File: src/rtl/ntt_pkg.sv
`default_nettype none
// ============================================================================
// Package  : ntt_pkg
// Brief    : Shared types and constants for the NTT loop sequencer: FSM state
//            enum, default address width, supported transform lengths and the
//            mapping from the length selector to log2(n).
// Revision : 1.0 - initial release
// ============================================================================
package ntt_pkg;

  // Default coefficient address width (n up to 1024)
  localparam int NTT_ADDR_W = 10;

  // Transform length selector codes
  localparam logic [10:0] N_256  = 11'h100;
  localparam logic [10:0] N_512  = 11'h200;
  localparam logic [10:0] N_1024 = 11'h400;

  // Loop sequencer states
  typedef enum logic [2:0] {
    IDLE   = 3'd0,
    LOAD_M = 3'd1,
    RUN    = 3'd2,
    TW     = 3'd3,
    DRAIN  = 3'd4,
    DONE   = 3'd5
  } ntt_state_t;

  // Number of stages L = log2(n); unrecognised selectors fall back to n = 256
  function automatic logic [3:0] ntt_log2_len(input logic [10:0] param_n);
    case (param_n)
      N_1024:  return 4'd10;
      N_512:   return 4'd9;
      default: return 4'd8;
    endcase
  endfunction

endpackage
`default_nettype wire

File: src/rtl/ntt_loop_ctrl.sv
`default_nettype none
// ============================================================================
// Module   : ntt_loop_ctrl
// Brief    : Loop sequencer for the NTT datapath. Walks stage / twiddle /
//            group loops for forward (Cooley-Tukey) or inverse
//            (Gentleman-Sande) transforms of n = 256/512/1024, issues one
//            butterfly address pair per handshake, pulses the omega unit
//            controls and inserts a pipeline drain gap between stages.
// Revision : 1.0 - initial release
// ============================================================================
module ntt_loop_ctrl
  import ntt_pkg::*;
#(
  parameter int ADDR_W     = NTT_ADDR_W,
  parameter int PIPE_DEPTH = 4
) (
  input  logic              clk,
  input  logic              rst_n,
  input  logic              start,
  input  logic [10:0]       param_n,
  input  logic              fwd_ntt,
  input  logic              bf_ready,
  output logic              bf_valid,
  output logic [ADDR_W-1:0] addr_a,
  output logic [ADDR_W-1:0] addr_b,
  output logic              update_m,
  output logic [3:0]        index,
  output logic              update_omega,
  output logic              busy,
  output logic              done
);

  // Drain counter is sized for PIPE_DEPTH; kept at least one bit wide so the
  // PIPE_DEPTH = 0 build (drain state unreachable) still elaborates cleanly.
  localparam int CNT_W = (PIPE_DEPTH > 1) ? $clog2(PIPE_DEPTH) : 1;
  localparam logic [CNT_W-1:0] C_DRAIN_LAST = CNT_W'((PIPE_DEPTH > 0) ? PIPE_DEPTH - 1 : 0);
  localparam logic [CNT_W-1:0] C_CNT_ONE    = CNT_W'(1);
  localparam logic [ADDR_W-1:0] C_ONE_A     = ADDR_W'(1);
  localparam logic [ADDR_W:0]   C_ONE_N     = (ADDR_W + 1)'(1);

  ntt_state_t        r_state;
  logic [3:0]        r_len;     // L = log2(n), latched at start
  logic              r_fwd;     // direction, latched at start
  logic [3:0]        r_s;       // stage counter
  logic [ADDR_W-1:0] r_j;       // twiddle (outer) loop counter
  logic [ADDR_W-1:0] r_k;       // group (inner) loop base
  logic [ADDR_W-1:0] r_h;       // half-length of the current stage
  logic [CNT_W-1:0]  r_cnt;     // drain cycle counter

  logic [3:0]        w_len_start;
  logic [ADDR_W-1:0] w_h_start;
  logic [ADDR_W:0]   w_n;
  logic [ADDR_W:0]   w_k_next;
  logic [ADDR_W-1:0] w_k_next_a;
  logic [ADDR_W-1:0] w_h_next;
  logic              w_last_k;
  logic              w_last_j;
  logic              w_last_stage;

  // Loop bookkeeping: k steps by 2h and is one bit wider so k+2h = n does
  // not wrap before the end-of-group compare.
  always_comb begin
    w_len_start  = ntt_log2_len(param_n);
    w_h_start    = fwd_ntt ? C_ONE_A : (C_ONE_A << (w_len_start - 4'd1));
    w_n          = C_ONE_N << r_len;
    w_k_next     = {1'b0, r_k} + {r_h, 1'b0};
    w_k_next_a   = w_k_next[ADDR_W-1:0];
    w_h_next     = r_fwd ? (r_h << 1) : (r_h >> 1);
    w_last_k     = (w_k_next >= w_n);
    w_last_j     = (r_j == (r_h - C_ONE_A));
    w_last_stage = (r_s == (r_len - 4'd1));
  end

  // Sequencer FSM with loop counters and registered outputs; each transition
  // also loads the outputs that belong to the state being entered.
  always_ff @(posedge clk or negedge rst_n) begin
    if (!rst_n) begin
      r_state      <= IDLE;
      r_len        <= 4'd0;
      r_fwd        <= 1'b0;
      r_s          <= 4'd0;
      r_j          <= '0;
      r_k          <= '0;
      r_h          <= '0;
      r_cnt        <= '0;
      bf_valid     <= 1'b0;
      addr_a       <= '0;
      addr_b       <= '0;
      update_m     <= 1'b0;
      index        <= 4'd0;
      update_omega <= 1'b0;
      busy         <= 1'b0;
      done         <= 1'b0;
    end else begin
      case (r_state)
        IDLE: begin
          if (start) begin
            r_len    <= w_len_start;
            r_fwd    <= fwd_ntt;
            r_s      <= 4'd0;
            r_j      <= '0;
            r_k      <= '0;
            r_h      <= w_h_start;
            r_cnt    <= '0;
            index    <= 4'd0;
            update_m <= 1'b1;
            busy     <= 1'b1;
            r_state  <= LOAD_M;
          end
        end

        LOAD_M: begin
          update_m <= 1'b0;
          bf_valid <= 1'b1;
          addr_a   <= r_k + r_j;
          addr_b   <= r_k + r_j + r_h;
          r_state  <= RUN;
        end

        RUN: begin
          if (bf_ready) begin
            if (!w_last_k) begin
              // next group with the same twiddle
              r_k    <= w_k_next_a;
              addr_a <= w_k_next_a + r_j;
              addr_b <= w_k_next_a + r_j + r_h;
            end else begin
              bf_valid <= 1'b0;
              r_k      <= '0;
              if (!w_last_j) begin
                r_j          <= r_j + C_ONE_A;
                update_omega <= 1'b1;
                r_state      <= TW;
              end else if (PIPE_DEPTH > 0) begin
                r_cnt   <= '0;
                r_state <= DRAIN;
              end else if (!w_last_stage) begin
                r_s      <= r_s + 4'd1;
                index    <= r_s + 4'd1;
                r_h      <= w_h_next;
                r_j      <= '0;
                update_m <= 1'b1;
                r_state  <= LOAD_M;
              end else begin
                done    <= 1'b1;
                r_state <= DONE;
              end
            end
          end
        end

        TW: begin
          update_omega <= 1'b0;
          bf_valid     <= 1'b1;
          addr_a       <= r_k + r_j;
          addr_b       <= r_k + r_j + r_h;
          r_state      <= RUN;
        end

        DRAIN: begin
          if (r_cnt == C_DRAIN_LAST) begin
            if (!w_last_stage) begin
              r_s      <= r_s + 4'd1;
              index    <= r_s + 4'd1;
              r_h      <= w_h_next;
              r_j      <= '0;
              r_k      <= '0;
              update_m <= 1'b1;
              r_state  <= LOAD_M;
            end else begin
              done    <= 1'b1;
              r_state <= DONE;
            end
          end else begin
            r_cnt <= r_cnt + C_CNT_ONE;
          end
        end

        DONE: begin
          done    <= 1'b0;
          busy    <= 1'b0;
          r_state <= IDLE;
        end

        default: begin
          r_state <= IDLE;
        end
      endcase
    end
  end

endmodule
`default_nettype wire

File: config.mk
export PLATFORM = sky130hd
export DESIGN_NAME = ntt_loop_ctrl
export DESIGN_NICKNAME = d
export VERILOG_FILES = /design/src/rtl/ntt_pkg.sv /design/src/rtl/ntt_loop_ctrl.sv
export SDC_FILE = /design/constraint.sdc
export NUM_CORES = 1
export LEC_CHECK = 0
export CAP_MARGIN = 20
export CORE_ASPECT_RATIO = 0.6
export CORE_MARGIN = 2
export CORE_UTILIZATION = 55
export DETAILED_ROUTE_END_ITERATION = 7
export HOLD_SLACK_MARGIN = 0.02
export PLACE_DENSITY = 0.77
export SYNTH_ARGS = -nofsm -noshare
export SYNTH_HDL_FRONTEND = slang
export SYNTH_SLANG_ARGS = --single-unit
export TNS_END_PERCENT = 20
File: constraint.sdc
create_clock -name clk -period 4.8 [get_ports clk]
set_input_delay 0.48 -clock clk [delete_from_list [all_inputs] [get_ports clk]]
set_output_delay 0.48 -clock clk [all_outputs]
set_load 0.05 [all_outputs]
==> results of run 1 <==
power groups by stage:
| stage | clock [mW] | combinational (mW) | sequential (mW) |
|---|---|---|---|
| after global placement | 0 | 2.07 | 0.901 |
| after CTS | 0.597 | 2.14 | 0.901 |
| after floorplan | 0 | 1.34 | 1.10 |
| after detailed placement | 0 | 2.13 | 0.909 |
| final | 0.593 | 2.16 | 0.907 |
| after global routing | 0.624 | 2.34 | 0.929 |
path summary, 6_finish.rpt:
| check | end | slack, ns | cells after the start |
|---|---|---|---|
| min | r_s[1] | 0.33 | 2 |
| min reg2reg | addr_b[3] | 0.48 | 1 |
| max reg2reg | addr_a[7] | 0.24 | 17 |
| max | addr_a[7] | 0.24 | 17 |
| max in group asynchronous | r_k[8] | 3.88 | 2 |
| min in group clk | addr_b[3] | 0.48 | 1 |
cell usage in the layout (no fill, tap or decap), drive strengths merged, types with 4 or more instances in the layout:
master,count
o31ai,5
xor2,14
or2,4
o21bai,4
or3,4
buf,13
nand4,8
a21oi,31
nor2b,7
a211oi,5
inv,22
dfrtp,67
nand2b,12
nand3,16
xnor2,16
o21a,5
mux2,23
nor2,45
a22o,10
ha,43
clkdlybuf4s50,43
mux2i,12
nor3,12
o21ai,31
a21o,9
clkbuf,12
or4,7
nand2,32
cell families after synthesis:
family          Yosys count  share of synthesized area, %
xor+xnor                 30                          5.41
fa+ha+maj                45                          11.9
buf+inv                  39                          3.68
compound gates          131                          18.7
simple gates            165                          18.0
mux                      35                          7.81
flops                    67                          34.5
per-layer routing:
layer / GRT usage, % / wire [µm]
met3: 8.09 / 1060
met2: 40.3 / 5390
met4: 7.44 / 153
met5: 0 / 0
met1: 39.0 / 5970
registers in the layout, indices dropped and copies added (netlist names):
register and flops:
update_omega 1, r_state 3, r_k 9, busy 1
r_cnt 2, addr_a 10, r_j 10, r_len 3
update_m 1, bf_valid 1, r_fwd 1, r_h 10
r_s 4, done 1, addr_b 10
worst max-delay path, stage by stage, from the launching register on:
cell and delay (ns):
dfrtp_1 0.46, ha_1 0.24, inv_1 0.07, fa_1 0.22, nor2b_1 0.08, o31a_1 0.30
o211a_1 0.25, or3_1 0.32, and2_1 0.18, ha_1 0.31, a21o_1 0.18, a21oi_1 0.18
nand2b_1 0.07, a211o_1 0.27, o41a_2 0.53, o21ai_4 0.22, buf_12 0.19, mux2_1 0.34
through the flow:
step / util [%] / instances / total power, mW / cell area (µm²)
4_1_cts: 66.6 / 678 / 3.64 / 5700
3_5_place_dp: 63.6 / 663 / 3.04 / 5440
3_3_place_gp: 63.6 / 663 / 2.97 / 5440
2_1_floorplan: - / 512 / 2.44 / 4860
6_report: 66.7 / 678 / 3.66 / 5700
5_1_grt: 66.7 / 678 / 3.89 / 5700
cell type report:
type | instances | area share, %
clock buffers | 12 | 4.32
clock inverters | 3 | 0.263
inverters | 22 | 1.45
multi-input cells | 406 | 52.7
flip-flops and latches | 67 | 29.4
well taps | 112 | 2.46
repair buffers | 56 | 9.43
==> qor.csv, run 1 <==
metric,value,unit
status,"finished, final reports clean",
post-DR wirelength/cell,18.5,µm
Hold Fails Final Rpt,0,
Rel. slew slack,26.9,%
main flop type after synthesis,dfrtp_1,
final setup TNS,0,ns
final setup margin,0.241,ns
die width,125,µm
leakage,2.59,nW
CP max FO,26,
clock net sink count,67,
# DRC,0,
"Reg clk slew, reported paths",0.05,ns
Post-Synthesis Cells,512,
clock skew,0.00540,ns
Critical Path AT,4.78,ns
register area share after synthesis,34.5,%
# setup viols final,0,
core box area,8560,µm²
Max Slew Vio Count,0,
endpoint class of the critical path,register,
min cycle time layout,4.56,ns
Placer Congestion,0.957,
Ys Warns,0,
"Net count, final",623,
Yosys top cell area share,34.5,%
share of total power in the clock network,16.2,%
top post-synthesis cells by count,"67 x dfrtp_1, 44 x nor2_1, 43 x ha_1, 32 x nand2_1, 31 x a21oi_1",
number of global-route vias before repair,4097,
DR pass1 iterations,5,
data required time of the worst path,5.02,ns
Area Overhead vs Synth,17.4,%
vias per cell,6.22,
multi-input logic area,3000,µm²
slew of the pin with the lowest slew margin,1.09,ns
GRT overflow,0,
CTS buffer count,9,
Rows,26,
buffers added on ports,44,
Die Span Y,76.8,µm
CP Class,register to register,
Post-CTS Setup Bufs,0,
worst min-delay path category,input pin to asynchronous set/reset pin,
number of synthesized flops with an enable pin,0,
pin count of the biggest net entering global routing,68,
FMAX,219,MHz
post-synthesis cell type count,74,
Routed Antenna Nets,0,
Logic pwr share,59.0,%
flip-flop and latch area,1680,µm²
post-synth top area cell,dfrtp_1,
reg2reg start,r_h[0],
Final period util,95.0,%
fill cell total of the finished layout,667,
Total Wirelength,12600,µm
sequential share of power,24.8,%
power density over the cells,642,nW/µm²
Overall Global Routing Usage,27.3,%
initial antenna violation count,0,
Initial Util,56.8,%
"count leader, synth",dfrtp_1,
share of cells above drive strength 1,10.4,%
H-tree levels,3,
first-pass GRT wire length,20800,µm
Ant. Diodes,0,
Sw Share,47.1,%
ys async rst share,100,%
DP Worst Slack,0.225,ns
RSZ-0062 raised after global routing,no,
via count,4215,
Die ar.,9620,µm²
hold_buf cts,0,
worst hold slack,0.329,ns
post-DP HPWL,9400,µm
"top cells by area, synth","dfrtp_1 35%, ha_1 11%, mux2_2 3.7%",
PostCTS Resize Cnt,0,
number of DRC markers in iteration 0,357,
cell-internal power,1.94,mW
Post-Syn Area,4860,µm²
clk_lat worst skew,0.34,ns
CP Launch Type,register,
Avg Synthesized Cell Area,9.49,µm²
Seq cells post-synth,67,
CTS tree,yes,
CP Launch Point,r_h[0],
sw power,1.72,mW
IO Pins,45,
root buffer cell,clkbuf_16,
Clock Path Buffers,2,
worst-case vdd ir drop,0.524,mV
"Net Count, Synth",573,
max_cap viols,0,
(Power assumes the default switching activity.)
==> inputs of run 2 (changes only) <==
Settings changed: CELL_PAD_IN_SITES_DETAIL_PLACEMENT from default to 0, CELL_PAD_IN_SITES_GLOBAL_PLACEMENT from default to 2, CORE_UTILIZATION 55 to 37, PLACE_DENSITY 0.77 to default, PLACE_DENSITY_LB_ADDON from default to 0.1.
==> run 2 against run 1 <==
Net effect: worst hold slack got worse by 0.12 ns; sequential power fell by 1%; combinational power rose by 2%; critical path depth did not move; largest cell class unchanged; first-iteration DRC count fell by 53%; register-to-register slack improved by 0.14 ns.
==> qor.csv, run 2 (synthesis gave the netlist of run 1 again) <==
metric,value,unit,change
Initial Util,37.9,%,was 56.8%
clk_lat worst skew,0.34,ns,about the same
CP Launch Type,register,,unchanged
# DRC,0,,unchanged
slew of the pin with the lowest slew margin,1.01,ns,was 1.09 ns
CTS buffer count,9,,unchanged
"Reg clk slew, reported paths",0.06,ns,was 0.05 ns
Rows,32,,was 26
status,"finished, final reports clean",,unchanged
Overall Global Routing Usage,20.2,%,was 27.3%
first-pass GRT wire length,22000,µm,was 20800 µm
final setup TNS,0,ns,unchanged
fill cell total of the finished layout,1236,,was 667
RSZ-0062 raised after global routing,no,,unchanged
H-tree levels,3,,unchanged
core box area,12800,µm²,was 8560 µm²
number of global-route vias before repair,3993,,was 4097
post-DP HPWL,10300,µm,was 9400 µm
"most common cell after layout, fill and taps aside",dfrtp_1,,unchanged
min cycle time layout,4.42,ns,was 4.56 ns
flop-to-flop setup slack,0.38,ns,was 0.24 ns
pin count of the biggest net entering global routing,37,,was 68
clock net sink count,67,,unchanged
number of DRC markers in iteration 0,167,,was 357
share of cells above drive strength 1,11.4,%,was 10.4%
Die Span Y,92.8,µm,was 76.8 µm
buffers added on ports,44,,unchanged
Ant. Diodes,0,,unchanged
Routed Antenna Nets,0,,unchanged
CP Class,register to register,,unchanged
max_cap viols,0,,unchanged
DP Worst Slack,0.223,ns,was 0.225 ns
utilization after layout,45.5,%,was 66.7%
Total Wirelength,13500,µm,was 12600 µm
FMAX,226,MHz,was 219 MHz
clock skew,0.00966,ns,was 0.00540 ns
leakage,2.60,nW,was 2.59 nW
DR pass1 iterations,4,,was 5
Area Overhead vs Synth,20.0,%,was 17.4%
Rel. slew slack,32.1,%,was 26.9%
"Net count, final",626,,was 623
most frequent cells in the layout,"67 x dfrtp_1, 44 x nor2_1, 43 x ha_1, 43 x clkdlybuf4s50_1, 32 x nand2_1",,unchanged
data required time of the worst path,5.02,ns,about the same
Placer Congestion,0.861,,was 0.957
final setup margin,0.379,ns,was 0.241 ns
power density over the cells,645,nW/µm²,was 642 nW/µm²
Max Slew Vio Count,0,,unchanged
root buffer cell,clkbuf_16,,unchanged
worst min-delay path category,input pin to asynchronous set/reset pin,,unchanged
Worst Reg2Reg Path Length in Cells,17,,unchanged
via count,4007,,was 4215
CP max FO,26,,unchanged
worst-case vdd ir drop,0.464,mV,was 0.524 mV
Critical Path AT,4.64,ns,was 4.78 ns
IO Pins,45,,unchanged
vias per cell,5.41,,was 6.22
GRT overflow,0,,unchanged
endpoint class of the critical path,register,,unchanged
Die ar.,14100,µm²,was 9620 µm²
Final period util,92.1,%,was 95.0%
hold_buf cts,0,,unchanged
R2R Path End,addr_a[6],,was addr_a[7]
initial antenna violation count,1,,was 0
post-DR wirelength/cell,18.3,µm,was 18.5 µm
Hold Fails Final Rpt,0,,unchanged
reg2reg start,r_h[0],,unchanged
# setup viols final,0,,unchanged
Clock Path Buffers,2,,unchanged
CTS tree,yes,,unchanged
die width,152,µm,was 125 µm
==> run 2: where the power goes <==
group | switching (mW) | internal, mW
Clock | 0.271 | 0.379
Sequential | 0.174 | 0.721
Combinational | 1.33 | 0.887
Total | 1.77 | 1.99
==> run 2: per-layer routing <==
metal / global-route usage, % / vias up / wire length, µm
met5: 0 / - / 0
met4: 3.82 / 0 / 82
met3: 3.60 / 6 / 645
met2: 28.5 / 83 / 5360
met1: 31.7 / 1923 / 7440
li1: - / 1995 / -
==> run 2: cell type report <==
type | count | area, µm² | share of cell area [%]
repair buffers | 59 | 561 | 9.62
multi-input cells | 406 | 3010 | 51.6
well taps | 170 | 213 | 3.65
clock buffers | 11 | 253 | 4.34
clock inverters | 5 | 36.3 | 0.622
inverters | 22 | 82.6 | 1.42
flip-flops and latches | 67 | 1680 | 28.8
==> run 2: worst max-delay path by stage <==
stage | start | slack, ns | cells after the start | to
finish | r_h[0] | 0.38 | 17 | addr_a[6]
global route | r_h[0] | 0.06 | 18 | addr_b[9]
CTS | r_h[0] | 0.19 | 18 | addr_b[9]
detailed placement | r_h[0] | 0.22 | 18 | addr_b[9]
global placement | r_h[0] | 0.26 | 18 | addr_b[9]
floorplan | r_h[0] | 0.59 | 18 | addr_a[5]
==> run 2: stage by stage <==
stage,instances,total power [mW],hold WS [ns],cell area (µm²)
after floorplan,512,2.44,0.184,4860
after global placement,724,3.12,0.470,5530
after detailed placement,724,3.12,0.477,5530
after CTS,740,3.78,0.245,5820
after global routing,740,4.04,0.277,5830
final,740,3.76,0.205,5830
==> run 2: critical path, cell delays in order, from the launching register on <==
cell	delay, ns
dfrtp_1	0.46
ha_1	0.25
inv_1	0.08
fa_1	0.22
nor2b_1	0.08
o31a_1	0.28
o211a_1	0.24
or3_1	0.32
and2_1	0.19
ha_1	0.31
a21o_1	0.18
a21oi_1	0.17
nand2b_1	0.08
a211o_1	0.28
o41a_1	0.42
o21ai_4	0.21
buf_12	0.19
mux2_1	0.34
==> run 2: what timing repair did <==
item                                    CTS  global route
resized for setup                         0             2
buffers inserted                          0             0
endpoints found under the setup margin    0             1
==> inputs of run 3 (changes only) <==
Settings changed: CORE_UTILIZATION 37 to 33, TNS_END_PERCENT 20 to default.
Clock period 4.8 ns to 3.92 ns, I/O delays scaled along.
==> run 3 against run 2 <==
Net effect: the run now ends with negative setup slack left; clock power increased by 37%; cell area grew 14%; critical path depth is 1 higher; combinational power up 57%; die area up 12%; count of clock-buffer cells in the layout shrank 1.
==> qor.csv, run 3 (synthesis gave the netlist of run 1 again) <==
metric,value,unit,change
status,"complete, but fails checks",,"was finished, final reports clean"
failing checks,negative setup slack,,
CP max stage delay,0.41,ns,was 0.46 ns
buffers added on ports,44,,unchanged
final setup margin,-0.180,ns,was 0.379 ns
# DRC,0,,unchanged
max_cap viols,0,,unchanged
clk_lat worst skew,0.33,ns,was 0.34 ns
CP Class,register to register,,unchanged
worst hold slack,0.116,ns,was 0.205 ns
FMAX,244,MHz,was 226 MHz
Worst Reg2Reg Path Length in Cells,18,,was 17
CTS tree,yes,,unchanged
most frequent cells in the layout,"67 x dfrtp_1, 65 x buf_4, 44 x nor2_1, 43 x clkdlybuf4s50_1, 38 x ha_1",,"was 67 x dfrtp_1, 44 x nor2_1, 43 x ha_1, 43 x clkdlybuf4s50_1, 32 x nand2_1"
CP Launch Type,register,,unchanged
die width,161,µm,was 152 µm
Final period util,105,%,was 92.1%
data required time of the worst path,4.13,ns,was 5.02 ns
final non-filler cell total,824,,was 740
Placer Congestion,0.825,,was 0.861
Total Wirelength,14900,µm,was 13500 µm
CTS buffer count,9,,unchanged
min cycle time layout,4.10,ns,was 4.42 ns
"Cell Area, Placed",6000,µm²,was 5530 µm²
IO Pins,45,,unchanged
Area Overhead vs Synth,36.4,%,was 20.0%
Critical Path Most Common Cell,ha_4,,was ha_1
H-tree levels,3,,unchanged
initial antenna violation count,0,,was 1
utilization after layout,45.9,%,was 45.5%
Hold Fails Final Rpt,0,,unchanged
post-DP HPWL,11000,µm,was 10300 µm
Rows,34,,was 32
worst min-delay path category,input pin to asynchronous set/reset pin,,unchanged
"Reg clk slew, reported paths",0.06,ns,about the same
Clock Path Buffers,2,,unchanged
GRT overflow,0,,unchanged
power density over the cells,822,nW/µm²,was 645 nW/µm²
critical path cell sequence,"ha_4, inv_4, fa_2, nor2b_2, o31a_1, o211a_1, or3_4, and2_4, ha_4, a21o_1, a21oi_2, nand2b_1, a211o_1, o41a_1, o21ai_4, buf_12, clkbuf_16, mux2_4",,"was ha_1, inv_1, fa_1, nor2b_1, o31a_1, o211a_1, or3_1, and2_1, ha_1, a21o_1, a21oi_1, nand2b_1, a211o_1, o41a_1, o21ai_4, buf_12, mux2_1"
crit path max-delay cell type,dfrtp_1,,unchanged
hold_buf cts,0,,unchanged
clock skew,0.00493,ns,was 0.00966 ns
number of DRC markers in iteration 0,246,,was 167
core box area,14400,µm²,was 12800 µm²
CP max FO,5,,was 26
first-pass GRT wire length,24000,µm,was 22000 µm
Overall Global Routing Usage,19.5,%,was 20.2%
DR pass1 iterations,4,,unchanged
endpoint class of the critical path,register,,unchanged
worst-case vdd ir drop,0.476,mV,was 0.464 mV
clock net sink count,67,,unchanged
post-DR wirelength/cell,18.1,µm,was 18.3 µm
slew of the pin with the lowest slew margin,0.989,ns,was 1.01 ns
"most common cell after layout, fill and taps aside",dfrtp_1,,unchanged
Initial Util,33.7,%,was 37.9%
Die ar.,15700,µm²,was 14100 µm²
root buffer cell,clkbuf_16,,unchanged
leakage,3.00,nW,was 2.60 nW
Rel. slew slack,33.6,%,was 32.1%
number of global-route vias before repair,4247,,was 3993
post-route cell area,6630,µm²,was 5830 µm²
fill cell total of the finished layout,1359,,was 1236
"Net count, final",684,,was 626
Ant. Diodes,0,,unchanged
share of cells above drive strength 1,24.4,%,was 11.4%
# placed instances,801,,was 724
via count,4206,,was 4007
RSZ-0062 raised after global routing,yes,,was no
vias per cell,5.10,,was 5.41
Routed Antenna Nets,0,,unchanged
Die Span Y,98.0,µm,was 92.8 µm
# setup viols final,34,,was 0
Critical Path AT,4.31,ns,was 4.64 ns
pin count of the biggest net entering global routing,38,,was 37
Max Slew Vio Count,0,,unchanged
run 3: metal layers:
layer / vias to the layer above / track usage [%] / routed length, µm
met4: 0 / 3.95 / 38
met3: 2 / 3.19 / 744
li1: 2109 / - / -
met5: - / 0 / 0
met2: 63 / 26.8 / 5770
met1: 2032 / 31.5 / 8340
run 3: path summary, 6_finish.rpt:
check | startpoint | endpoint | slack, ns
max | r_h[0] | addr_a[1] | -0.18
min | rst_n | r_state[1] | 0.12
max reg2reg | r_h[0] | addr_a[1] | -0.18
min reg2reg | update_m | update_m | 0.49
max in group asynchronous | rst_n | r_k[8] | 2.80
min in group clk | update_m | update_m | 0.49
run 3: per-stage QoR:
stage | power [mW] | setup TNS, ns | setup slack, ns
2_1_floorplan | 3.12 | -1.40 | -0.171
3_3_place_gp | 4.12 | -3.92 | -0.393
3_5_place_dp | 4.15 | -5.60 | -0.484
4_1_cts | 5.13 | -3.05 | -0.151
5_1_grt | 5.84 | -10.33 | -0.336
6_report | 5.44 | -3.35 | -0.180
run 3: worst max-delay path: cells and delay by family (launching register included):
family	cells	cell delay, ns
AO/OA/AOI/OAI	7	1.66
adder cells (fa/ha/maj)	3	0.60
buffers and inverters	3	0.34
flip-flops	1	0.41
multiplexers	1	0.30
AND/OR/NAND/NOR	4	0.68
run 3: area by class of cell:
cell class | instances | area [µm²] | share of cell area [%]
clock buffers | 10 | 239 | 3.61
clock inverters | 4 | 76.3 | 1.15
inverters | 22 | 85.1 | 1.28
multi-input cells | 406 | 3240 | 48.9
flip-flops and latches | 67 | 1680 | 25.3
well taps | 198 | 248 | 3.74
repair buffers | 117 | 1060 | 16.0
run 3: where the power goes:
group | internal [mW] | switching [mW] | total, mW
logic | 1.62 | 1.85 | 3.47
clock network | 0.569 | 0.321 | 0.890
registers | 0.884 | 0.199 | 1.08
run 3: what timing repair did:
| action | 4_1_cts | 5_1_grt |
|---|---|---|
| endpoints found under the setup margin | 42 | 46 |
| resized for setup | 18 | 20 |
| pin swaps | 5 | 2 |
| setup buffers | 2 | 4 |
| gates cloned | 0 | 3 |
